[src/rtl/rptr_empty_fwft.sv]
// Read-side FIFO pointer/empty logic with a first-word-fall-through output register; rvalid rises 2 rclk edges after new data appears.
// A held word stalls the pointers until rinc. Define RPTR_UNDERFLOW_CHK_EN to build the sticky pop-while-empty error flag.
module rptr_empty_fwft #(
    parameter int ADDRSIZE      = 3,
    parameter int DSIZE         = 8,
    parameter int AEMPTY_THRESH = 1
) (
    input  logic                rclk,
    input  logic                rrst_n,
    input  logic                rinc,
    input  logic [ADDRSIZE:0]   rq2_wptr,
    input  logic [DSIZE-1:0]    rmem_data,
    output logic [ADDRSIZE-1:0] raddr,
    output logic [ADDRSIZE:0]   rptr,
    output logic                rempty,
    output logic [DSIZE-1:0]    rdata,
    output logic                rvalid,
    output logic [ADDRSIZE:0]   rlevel,
    output logic                raempty,
    output logic                rerr_uflow
);

    typedef enum logic {
        ST_EMPTY = 1'b0,
        ST_VALID = 1'b1
    } state_t;

    localparam logic [ADDRSIZE:0] AE_TH = (ADDRSIZE+1)'(AEMPTY_THRESH);

    function automatic logic [ADDRSIZE:0] gray2bin(input logic [ADDRSIZE:0] g);
        logic [ADDRSIZE:0] b;
        for (int i = 0; i <= ADDRSIZE; i++) begin
            b[i] = ^(g >> i);
        end
        return b;
    endfunction

    state_t            state_q, state_d;
    logic [ADDRSIZE:0] rbin_q, rbin_d;
    logic [ADDRSIZE:0] rptr_q, rptr_d;
    logic [ADDRSIZE:0] rlevel_q, rlevel_d;
    logic [DSIZE-1:0]  rdata_q, rdata_d;
    logic              rempty_q, rempty_d;
    logic              raempty_q, raempty_d;
    logic              ren;

    always_comb begin
        state_d = state_q;
        rdata_d = rdata_q;
        ren     = 1'b0;
        case (state_q)
            ST_EMPTY: begin
                if (!rempty_q) begin
                    ren     = 1'b1;
                    rdata_d = rmem_data;
                    state_d = ST_VALID;
                end
            end
            ST_VALID: begin
                // A pop with memory still non-empty refills in the same edge: no bubble.
                if (rinc) begin
                    if (!rempty_q) begin
                        ren     = 1'b1;
                        rdata_d = rmem_data;
                    end else begin
                        state_d = ST_EMPTY;
                    end
                end
            end
        endcase

        rbin_d    = rbin_q + {{ADDRSIZE{1'b0}}, ren};
        rptr_d    = (rbin_d >> 1) ^ rbin_d;
        rempty_d  = (rptr_d == rq2_wptr);
        // Words still in memory plus the one parked in rdata.
        rlevel_d  = gray2bin(rq2_wptr) - rbin_d + {{ADDRSIZE{1'b0}}, (state_d == ST_VALID)};
        raempty_d = (rlevel_d <= AE_TH);
    end

    always_ff @(posedge rclk) begin
        if (!rrst_n) begin
            state_q   <= ST_EMPTY;
            rbin_q    <= '0;
            rptr_q    <= '0;
            rdata_q   <= '0;
            rempty_q  <= 1'b1;
            rlevel_q  <= '0;
            raempty_q <= 1'b1;
        end else begin
            state_q   <= state_d;
            rbin_q    <= rbin_d;
            rptr_q    <= rptr_d;
            rdata_q   <= rdata_d;
            rempty_q  <= rempty_d;
            rlevel_q  <= rlevel_d;
            raempty_q <= raempty_d;
        end
    end

`ifdef RPTR_UNDERFLOW_CHK_EN
    logic uflow_q, uflow_d;

    always_comb begin
        uflow_d = uflow_q | (rinc & (state_q != ST_VALID));
    end

    always_ff @(posedge rclk) begin
        if (!rrst_n) begin
            uflow_q <= 1'b0;
        end else begin
            uflow_q <= uflow_d;
        end
    end

    assign rerr_uflow = uflow_q;
`else
    assign rerr_uflow = 1'b0;
`endif

    assign raddr   = rbin_q[ADDRSIZE-1:0];
    assign rptr    = rptr_q;
    assign rempty  = rempty_q;
    assign rdata   = rdata_q;
    assign rvalid  = (state_q == ST_VALID);
    assign rlevel  = rlevel_q;
    assign raempty = raempty_q;

endmodule

[config.mk]
export PLATFORM = sky130hd
export DESIGN_NAME = rptr_empty_fwft
export DESIGN_NICKNAME = d
export VERILOG_FILES = /design/src/rtl/rptr_empty_fwft.sv
export SDC_FILE = /design/constraint.sdc
export NUM_CORES = 1
export LEC_CHECK = 0
export CAP_MARGIN = 20
export CORE_UTILIZATION = 39
export CTS_BUF_LIST = sky130_fd_sc_hd__clkbuf_16
export CTS_CLUSTER_SIZE = 24
export DETAILED_ROUTE_END_ITERATION = 10
export PLACE_DENSITY = 0.76
export SLEW_MARGIN = 20
export SYNTH_ARGS = -nofsm -noshare
export SYNTH_HDL_FRONTEND = slang
export SYNTH_SLANG_ARGS = --single-unit
[constraint.sdc]
create_clock -name rclk -period 3.15 [get_ports rclk]
set_clock_uncertainty 0.2 [all_clocks]
set_input_delay 0.63 -clock rclk [delete_from_list [all_inputs] [get_ports rclk]]
set_output_delay 0.63 -clock rclk [all_outputs]
set_load 0.01 [all_outputs]
==> impl_metrics.json, run 1 <==
{
  "required_ns": 3.09,
  "post_synthesis_average_cell_area_sq_um": 10.65,
  "postSynthRegisterBits": 22,
  "final-setup-viol-count": 0,
  "clk_latency_ns": 0.25,
  "drt_drc_violations_left": 0,
  "p_r_area_growth_vs_syn_pct": 63.43,
  "yosys-top-cells-area": "sky130_fd_sc_hd__dfxtp_1, sky130_fd_sc_hd__ha_1, sky130_fd_sc_hd__mux2i_1, sky130_fd_sc_hd__xor2_1, sky130_fd_sc_hd__and2_1",
  "drv.max_cap_violation_count": 0,
  "grt_pass1_vias": 800,
  "routed_via_density": 4.606,
  "design.die.area_sq_mm": 0.002886,
  "hold-worst-slack_ns": 0.3020,
  "syn-cell-area_sq_mm": 0.001044,
  "synth_compound_area_share_pct": 5.396,
  "muxShareOfSynthArea_pct": 8.633,
  "floorplan.rows": 18,
  "dp.final_hpwl_um": 1739,
  "synth.yosys.seq_area_share_pct": 42.21,
  "routabilityCongestion": 0.7546,
  "post_route_cells_drive_above_1_share_pct": 21.33,
  "critical_path.endpoint_type": "flip-flop",
  "routed-via-count": 829,
  "htree_levels": 1,
  "wire_length_of_the_first_global_routing_pass_um": 3498,
  "port-buffer-count": 36,
  "routed_wire_length_per_instance_um": 12.98,
  "hold_start": "rdata[7]",
  "cts_hold_buffers": 0,
  "antennaDiodeCount": 0,
  "clock_tree_from_tritoncts": "done",
  "worst_slew_margin_rel_pct": 65.88,
  "total_clock_buffers_created_by_cts": 3,
  "timing.setup.critical_path_class": "in2reg",
  "synthesized_nets": 122,
  "timing.final.crit_share_pct": 90.28,
  "die-height_um": 53.73,
  "ys_warn_count": 0,
  "floorplan.initialDensity_pct": 41.74,
  "peakVddDrop_uv": 508.0,
  "die_w_um": 53.73,
  "synthCells": 98,
  "globalRouteTotalUtil_pct": 17.61,
  "drt_iter0_drc": 5,
  "antenna_found_initial": 0,
  "dr.pass1.iters": 3,
  "worstReg2RegStart": "rvalid",
  "yosysTopAreaCellShare_pct": 42.21,
  "r2r_setup_slack_ns": 0.65,
  "num-nets-final": 176,
  "synth_adder_area_share_pct": 11.51,
  "detail-route-antenna-nets": 0,
  "clock_tree.root_cell": "sky130_fd_sc_hd__clkbuf_16",
  "final_core_util_pct": 68.22,
  "finalHoldViolations": 0,
  "worst_r2r_path_depth": 10,
  "run_status": "finished clean",
  "fillerInstances": 188,
  "ios": 38,
  "layout_min_cycle_time_ns": 2.844,
  "worst_hold_path_type": "reg2reg",
  "tritoncts_num_sinks": 22,
  "startpoint": "rq2_wptr[1]",
  "clkTransAtPathRegs_ns": 0.05,
  "synth_cell_type_count": 26,
  "crit_fanout": 2,
  "core_area_sq_mm": 0.002500,
  "synth_top_area_cell": "sky130_fd_sc_hd__dfxtp_1",
  "total_wirelength_um": 2336,
  "grt_setup_unrepaired": "no",
  "maximum_number_of_pins_on_one_net_before_global_route_repair": 18,
  "timing_max_transition_violations_final": 0,
  "global_route.overflow_total": 0,
  "power_leakage_nw": 0.7548,
  "synth_simple_gate_area_share_pct": 13.19,
  "holdPathStages": 2,
  "maxClockFrequency_ghz": 0.3516,
  "combinational_family_with_the_most_area_after_synthesis": "XOR/XNOR gates",
  "crit_path_start_kind": "input pin",
  "tightestPinTransition_ns": 0.5102,
  "synth-xor-area-share_pct": 14.63,
  "cts_max_path_buffers": 2,
  "critical_path_arrival_ns": 2.78,
  "pwr_cell_area_mw_per_mm2": 571.2
}
[stage by stage]
stage                     TNS [ns]  std cells  setup slack, ns  cell area, sq um  power, mW
after CTS                        0        180         0.006697              1663     0.9693
after floorplan                  0         98          0.02270              1059     0.5227
after global placement     -0.6959        175          -0.2599              1543     0.6811
after detailed placement   -0.9731        175          -0.3373              1543     0.6914
final                            0        180           0.3060              1705     0.9741
after global routing             0        180           0.1886              1705      1.037
[synthesized netlist by cell type]
| cell | instances |
|---|---|
| sky130_fd_sc_hd__and2_1 | 8 |
| sky130_fd_sc_hd__dfxtp_1 | 22 |
| sky130_fd_sc_hd__ha_1 | 8 |
| sky130_fd_sc_hd__buf_2 | 1 |
| sky130_fd_sc_hd__clkbuf_1 | 1 |
| sky130_fd_sc_hd__a41o_1 | 1 |
| sky130_fd_sc_hd__nand2_1 | 2 |
| sky130_fd_sc_hd__mux2i_1 | 9 |
| sky130_fd_sc_hd__a21o_1 | 1 |
| sky130_fd_sc_hd__o21ai_0 | 1 |
| sky130_fd_sc_hd__nor2b_1 | 7 |
| sky130_fd_sc_hd__a21boi_2 | 1 |
| sky130_fd_sc_hd__nand3_1 | 1 |
| sky130_fd_sc_hd__buf_4 | 1 |
| sky130_fd_sc_hd__xor2_2 | 1 |
| sky130_fd_sc_hd__xnor2_1 | 5 |
| sky130_fd_sc_hd__xnor3_1 | 1 |
| sky130_fd_sc_hd__xor2_1 | 8 |
| sky130_fd_sc_hd__inv_1 | 7 |
| sky130_fd_sc_hd__or2_1 | 1 |
| sky130_fd_sc_hd__fa_1 | 1 |
| sky130_fd_sc_hd__nor2_1 | 5 |
| sky130_fd_sc_hd__a21oi_1 | 2 |
| sky130_fd_sc_hd__o31ai_2 | 1 |
| sky130_fd_sc_hd__nand2b_1 | 1 |
| sky130_fd_sc_hd__conb_1 | 1 |
[repair_timing]
item / in CTS / in global routing
setup endpoints to repair: 3 / 3
resized for setup: 5 / 8
setup buffers: 2 / 0
pin swaps: 3 / 6
cloned: 0 / 0
[metal layers]
metal	routed length [um]	global-route usage, %	vias up
met1	939	18.04	387
met5	0	0	-
li1	-	-	414
met3	117	4.802	2
met4	13	3.947	0
met2	1266	34.57	26
[flip-flops by register name, indices dropped and copies added (netlist names)]
signal and flops:
rlevel 4, rempty 1, raempty 1, rdata 8, rbin_q 4, rvalid 1
rptr 3
[kinds of logic (layout without fill, tap and decap cells)]
kind of cell | Yosys count | count (layout)
simple gates | 25 | 25
flops | 22 | 22
xor+xnor | 15 | 15
buf+inv | 10 | 62
fa+ha+maj | 9 | 9
mux | 9 | 9
compound gates | 7 | 7
other cells | 1 | 1
[critical path: stages]
cell and delay, ns:
sky130_fd_sc_hd__clkdlybuf4s50_1 0.55, sky130_fd_sc_hd__xor2_2 0.25, sky130_fd_sc_hd__xnor2_1 0.10, sky130_fd_sc_hd__ha_1 0.28, sky130_fd_sc_hd__inv_1 0.04, sky130_fd_sc_hd__ha_1 0.20
sky130_fd_sc_hd__a21o_1 0.20, sky130_fd_sc_hd__a21oi_2 0.13, sky130_fd_sc_hd__xnor3_1 0.24, sky130_fd_sc_hd__and2_1 0.17
[where the power goes]
part | internal (mW) | leakage (nW) | switching [mW]
Combinational | 0.223 | 0.536 | 0.158
Sequential | 0.321 | 0.182 | 0.0187
Clock | 0.167 | 0.0370 | 0.0857
Total | 0.712 | 0.755 | 0.263
[worst paths after layout]
path	to
max	rlevel[3]
min	rdata[7]
max reg2reg	rlevel[3]
min reg2reg	rdata[7]
[layout make-up]
type	count	area (sq um)	area share, %
flip-flops and latches	22	440.4	25.83
clock buffers	3	75.07	4.402
repair buffers	52	488.0	28.61
well taps	30	37.54	2.201
inverters	7	28.78	1.687
multi-input cells	66	635.6	37.27
[layout by cell type, fill, tap and decap left out, types with 2 or more instances in the layout]
master	count
sky130_fd_sc_hd__mux2i_1	9
sky130_fd_sc_hd__dfxtp_1	22
sky130_fd_sc_hd__and2_1	8
sky130_fd_sc_hd__xor2_2	3
sky130_fd_sc_hd__clkbuf_16	3
sky130_fd_sc_hd__clkdlybuf4s50_1	33
sky130_fd_sc_hd__dlymetal6s2s_1	3
sky130_fd_sc_hd__nor2b_1	7
sky130_fd_sc_hd__inv_1	6
sky130_fd_sc_hd__a21oi_2	2
sky130_fd_sc_hd__xor2_1	6
sky130_fd_sc_hd__xnor2_1	5
sky130_fd_sc_hd__ha_1	3
sky130_fd_sc_hd__nor2_1	5
sky130_fd_sc_hd__buf_4	16
sky130_fd_sc_hd__nand2_1	2
sky130_fd_sc_hd__ha_4	4
Power figures use the tool's default switching activity.
==> inputs of run 2 (changes only) <==
- RECOVER_POWER: default -> 25
==> impl_metrics.json, run 2 (synthesis gave the netlist of run 1 again) <==
{
  "run_status": "finished clean",
  "power.share.switching_pct": 26.99,
  "internal-power_uw": 710.0,
  "crit_path_start_kind": "input pin",
  "tightestPinTransition_ns": 0.5196,
  "critical_path_arrival_ns": 2.78,
  "total_clock_buffers_created_by_cts": 3,
  "globalRouteTotalUtil_pct": 17.61,
  "final.setup.worst_slack_ns": 0.3076,
  "timing.final.crit_share_pct": 90.24,
  "switching_power_total_uw": 262.5,
  "layout_min_cycle_time_ns": 2.842,
  "peakVddDrop_uv": 507.9,
  "dr.pass1.iters": 3,
  "ios": 38,
  "largest_reg_flops": 8,
  "final_cell_count_no_fill": 180,
  "htree_levels": 1,
  "cells_traversed_along_the_worst_timing_path": "clkdlybuf4s50_1 -> xor2_2 -> xnor2_1 -> ha_1 -> inv_1 -> ha_1 -> a21o_1 -> a21oi_2 -> xnor3_1 -> and2_1",
  "floorplan.rows": 18,
  "clock_tree.root_cell": "sky130_fd_sc_hd__clkbuf_16",
  "design.die.area_sq_mm": 0.002886,
  "pre_cts_ws_ns": -0.3373,
  "die-height_um": 53.73,
  "die_w_um": 53.73,
  "routed-via-count": 829,
  "p_r_area_growth_vs_syn_pct": 63.43,
  "critical_path.n_buffers_inverters": 2,
  "clk_latency_ns": 0.25,
  "routed_via_density": 4.606,
  "placedCellCount": 175,
  "maxClockFrequency_ghz": 0.3518,
  "clock_power_share_pct": 26.0,
  "core_area_sq_mm": 0.002500,
  "post_route_cells_drive_above_1_share_pct": 21.33,
  "fillerInstances": 188,
  "layout.cells.most_common": "sky130_fd_sc_hd__clkdlybuf4s50_1",
  "most-common-layout-cells": "sky130_fd_sc_hd__clkdlybuf4s50_1, sky130_fd_sc_hd__dfxtp_1, sky130_fd_sc_hd__buf_4",
  "drt_drc_violations_left": 0,
  "timing.setup.critical_path_class": "in2reg",
  "p_comb_share_pct": 39.1,
  "timing_max_transition_violations_final": 0,
  "worst_slew_margin_rel_pct": 65.25,
  "required_ns": 3.09,
  "max_stage_delay_ns": 0.55,
  "final-setup-viol-count": 0,
  "category_of_cells_accounting_for_the_largest_share_of_critical_path_delay": "buffers and inverters",
  "wire_length_of_the_first_global_routing_pass_um": 3498,
  "maximum_number_of_pins_on_one_net_before_global_route_repair": 18,
  "slowest_stage": "sky130_fd_sc_hd__clkdlybuf4s50_1",
  "total_wirelength_um": 2337,
  "global_route.overflow_total": 0,
  "antennaDiodeCount": 0,
  "routed_wire_length_per_instance_um": 12.98,
  "worst_hold_path_type": "reg2reg",
  "cts_max_path_buffers": 2,
  "grt_pass1_vias": 800,
  "power_leakage_nw": 0.7563,
  "floorplan.initialDensity_pct": 41.74,
  "grt_setup_unrepaired": "no",
  "tritoncts_num_sinks": 22,
  "dp.final_hpwl_um": 1739,
  "pwr_cell_area_mw_per_mm2": 570.2,
  "critPathMostFrequentCell": "sky130_fd_sc_hd__ha_1",
  "critical_path.endpoint_type": "flip-flop",
  "num-nets-final": 176,
  "cts_hold_buffers": 0,
  "drt_iter0_drc": 5,
  "port-buffer-count": 36,
  "routabilityCongestion": 0.7546,
  "crit_fanout": 2,
  "drv.max_cap_violation_count": 0,
  "clock_tree_from_tritoncts": "done",
  "clkTransAtPathRegs_ns": 0.05,
  "power_frac_seq_pct": 35.0,
  "finalHoldViolations": 0,
  "antenna_found_initial": 0,
  "detail-route-antenna-nets": 0
}
## run 2: cell types whose count changed in the layout (fill, tap and decap cells not counted), sizes merged
cell,change
dlygate4sd3,+2
clkdlybuf4s50,-2
## run 2: power by group through the flow
stage          clock (mW)  sequential (mW)  combinational (mW)
3_3_place_gp            0            0.343               0.338
2_1_floorplan           0            0.364               0.158
6_report            0.253            0.340               0.380
3_5_place_dp            0            0.345               0.347
4_1_cts             0.260            0.340               0.369
5_1_grt             0.272            0.344               0.419
## run 2: repair_timing
action / 4_1_cts / 5_1_grt
setup endpoints to repair: 3 / 3
gates resized for setup: 5 / 8
setup buffers: 2 / 0
hold endpoints to repair: 0 / 0
pin swaps: 3 / 6
## run 2: cell type report
class	count	area [sq um]	share of cell area (%)
clock buffer	3	75.07	4.402
inverter	7	28.78	1.687
multi-input combinational	66	635.6	37.27
sequential	22	440.4	25.83
tap	30	37.54	2.201
timing repair buffer	52	488.0	28.61
## run 2: final timing paths
check | end | slack (ns) | start | cells after the start
worst max-delay path | rlevel[3] | 0.31 | rq2_wptr[1] | 10
worst min-delay path | rdata[7] | 0.30 | rdata[7] | 2
worst max register to register | rlevel[3] | 0.65 | rvalid | 10
worst min register to register | rdata[7] | 0.30 | rdata[7] | 2
## run 2: metrics by stage
step	hold WS, ns	utilization (%)	total power [mW]	TNS [ns]	cell area (sq um)
4_1_cts	0.3152	66.52	0.9693	0	1663
6_report	0.3020	68.22	0.9725	0	1705
3_3_place_gp	0.2757	61.71	0.6811	-0.6959	1543
3_5_place_dp	0.3023	61.71	0.6914	-0.9731	1543
2_1_floorplan	0.3312	-	0.5227	0	1059
5_1_grt	0.3423	68.22	1.035	0	1705
## run 2: worst min-delay path, stage by stage, from the launching register on
cell and delay, ns:
sky130_fd_sc_hd__dfxtp_1 0.32, sky130_fd_sc_hd__mux2i_1 0.07, sky130_fd_sc_hd__nor2_1 0.08
## run 2: layer usage
| metal | track usage, % | wire length (um) | part of all wire [%] |
|---|---|---|---|
| met4 | 3.947 | 13 | 0.56 |
| met3 | 4.802 | 117 | 5.0 |
| met1 | 18.04 | 940 | 40 |
| met2 | 34.57 | 1265 | 54 |
| met5 | 0 | 0 | 0 |
==> inputs of run 3 (changes only) <==
--- a/constraint.sdc
+++ b/constraint.sdc
@@ -4,2 +4,2 @@
 set_output_delay 0.63 -clock rclk [all_outputs]
-set_load 0.01 [all_outputs]
+set_load 0.05 [all_outputs]
==> impl_metrics.json, run 3 (synthesis gave the netlist of run 1 again) <==
{
  "floorplan.initialDensity_pct": 41.74,
  "clk_latency_ns": 0.25,
  "global_route.overflow_total": 0,
  "required_ns": 3.12,
  "total_clock_buffers_created_by_cts": 3,
  "htree_levels": 1,
  "layout.cells.most_common": "sky130_fd_sc_hd__clkdlybuf4s50_1",
  "switching_power_total_uw": 410.9,
  "dr.pass1.iters": 4,
  "fillerInstances": 178,
  "worst_hold_path_type": "reg2reg",
  "die-height_um": 53.73,
  "final.setup.worst_slack_ns": 0.2945,
  "clock_tree.root_cell": "sky130_fd_sc_hd__clkbuf_16",
  "placement.cell_area_sq_mm": 0.001546,
  "antennaDiodeCount": 0,
  "max_stage_delay_ns": 0.57,
  "cells_traversed_along_the_worst_timing_path": "clkdlybuf4s50_1 -> xor2_2 -> xnor2_1 -> ha_1 -> inv_1 -> ha_1 -> a21o_1 -> a21oi_2 -> xnor3_1 -> o31ai_2",
  "antenna_found_initial": 0,
  "final-setup-viol-count": 0,
  "final_cell_count_no_fill": 184,
  "critical_path.endpoint_type": "flip-flop",
  "worst_slew_margin_rel_pct": 64.12,
  "dp.final_hpwl_um": 1699,
  "slowest_stage": "sky130_fd_sc_hd__clkdlybuf4s50_1",
  "peakVddDrop_uv": 506.2,
  "post_route_cells_drive_above_1_share_pct": 24.03,
  "area.sequential_sq_um": 441.7,
  "ios": 38,
  "internal-power_uw": 720.9,
  "clkTransAtPathRegs_ns": 0.06,
  "routed_wire_length_per_instance_um": 13.38,
  "power_leakage_nw": 0.7710,
  "drt_drc_violations_left": 0,
  "num-nets-final": 179,
  "crit_path_start_kind": "input pin",
  "critPathMostFrequentCell": "sky130_fd_sc_hd__ha_1",
  "timing_max_transition_violations_final": 0,
  "drt_iter0_drc": 5,
  "run_status": "finished clean",
  "design.die.area_sq_mm": 0.002886,
  "maxClockFrequency_ghz": 0.3502,
  "routabilityCongestion": 0.7465,
  "core_area_sq_mm": 0.002500,
  "p_comb_share_pct": 46.4,
  "p_r_area_growth_vs_syn_pct": 66.07,
  "clock_tree_from_tritoncts": "done",
  "floorplan.rows": 18,
  "grt_setup_unrepaired": "no",
  "placedCellCount": 175,
  "wire_length_of_the_first_global_routing_pass_um": 3560,
  "detail-route-antenna-nets": 0,
  "layout_min_cycle_time_ns": 2.856,
  "most-common-layout-cells": "sky130_fd_sc_hd__clkdlybuf4s50_1, sky130_fd_sc_hd__dfxtp_1, sky130_fd_sc_hd__buf_4",
  "tightestPinTransition_ns": 0.5364,
  "pre_cts_ws_ns": -0.3546,
  "pwr_cell_area_mw_per_mm2": 653.1,
  "critical_path_arrival_ns": 2.82,
  "finalHoldViolations": 0,
  "maximum_number_of_pins_on_one_net_before_global_route_repair": 18,
  "totalNegativeSetupSlack_ns": 0,
  "tritoncts_num_sinks": 22,
  "category_of_cells_accounting_for_the_largest_share_of_critical_path_delay": "buffers and inverters",
  "multi_input_area_sq_um": 635.6,
  "cts_max_path_buffers": 2,
  "routed-via-count": 847,
  "total_wirelength_um": 2461,
  "routed_via_density": 4.603,
  "fin_area_sq_mm": 0.001733,
  "largest_reg_flops": 8,
  "die_w_um": 53.73,
  "timing.setup.critical_path_class": "in2reg",
  "globalRouteTotalUtil_pct": 17.54,
  "timing.final.crit_share_pct": 90.65,
  "crit_fanout": 2,
  "critical_path.n_buffers_inverters": 2,
  "final_core_util_pct": 69.32,
  "power.share.switching_pct": 36.30,
  "port-buffer-count": 36,
  "power_frac_seq_pct": 29.9,
  "grt_pass1_vias": 826,
  "clock_power_share_pct": 23.7,
  "r2r_setup_slack_ns": 0.64,
  "drv.max_cap_violation_count": 0
}
==> run 3: path summary, 6_finish.rpt <==
kind / start / endpoint / cells after the start
max reg2reg: rvalid / raempty / 10
min reg2reg: rdata[6] / rdata[6] / 2
max: rq2_wptr[1] / raempty / 10
min: rdata[6] / rdata[6] / 2
==> run 3: metrics by stage <==
stage	hold slack (ns)	total power, mW
2_1_floorplan	0.5370	0.6535
3_3_place_gp	0.2724	0.8108
3_5_place_dp	0.2823	0.8239
4_1_cts	0.2978	1.121
5_1_grt	0.3258	1.187
6_report	0.2921	1.132
==> run 3: cell type report <==
class | instances | area share (%)
clock buffer | 3 | 4.332
clock inverter | 1 | 0.2166
inverter | 7 | 1.661
multi-input combinational | 66 | 36.68
sequential | 22 | 25.49
tap | 30 | 2.166
timing repair buffer | 55 | 29.46
==> run 3: power by group through the flow <==
stage	combinational (mW)	sequential, mW	clock, mW
final	0.525	0.339	0.268
after global routing	0.559	0.344	0.284
after CTS	0.511	0.340	0.271
after detailed placement	0.479	0.345	0
after global placement	0.467	0.344	0
after floorplan	0.161	0.492	0
==> run 3: metal layers <==
metal / wire, um / track usage, % / part of all wire (%) / vias up
li1: - / - / - / 420
met1: 994 / 20.45 / 40 / 391
met2: 1297 / 32.30 / 53 / 32
met3: 146 / 1.977 / 5.9 / 4
met4: 23 / 6.579 / 0.93 / 0
met5: 0 / 0 / 0 / -
==> run 3: worst min-delay path: stages (launching register included) <==
cell                      delay [ns]
sky130_fd_sc_hd__dfxtp_1        0.33
sky130_fd_sc_hd__mux2i_1        0.07
sky130_fd_sc_hd__nor2_1         0.07
==> run 3: repair_timing <==
item                                    CTS  global route
endpoints found under the setup margin    3             2
setup buffers                             3             2
hold buffers                              0             0
resized for setup                         7             6
pin swaps                                 8             8
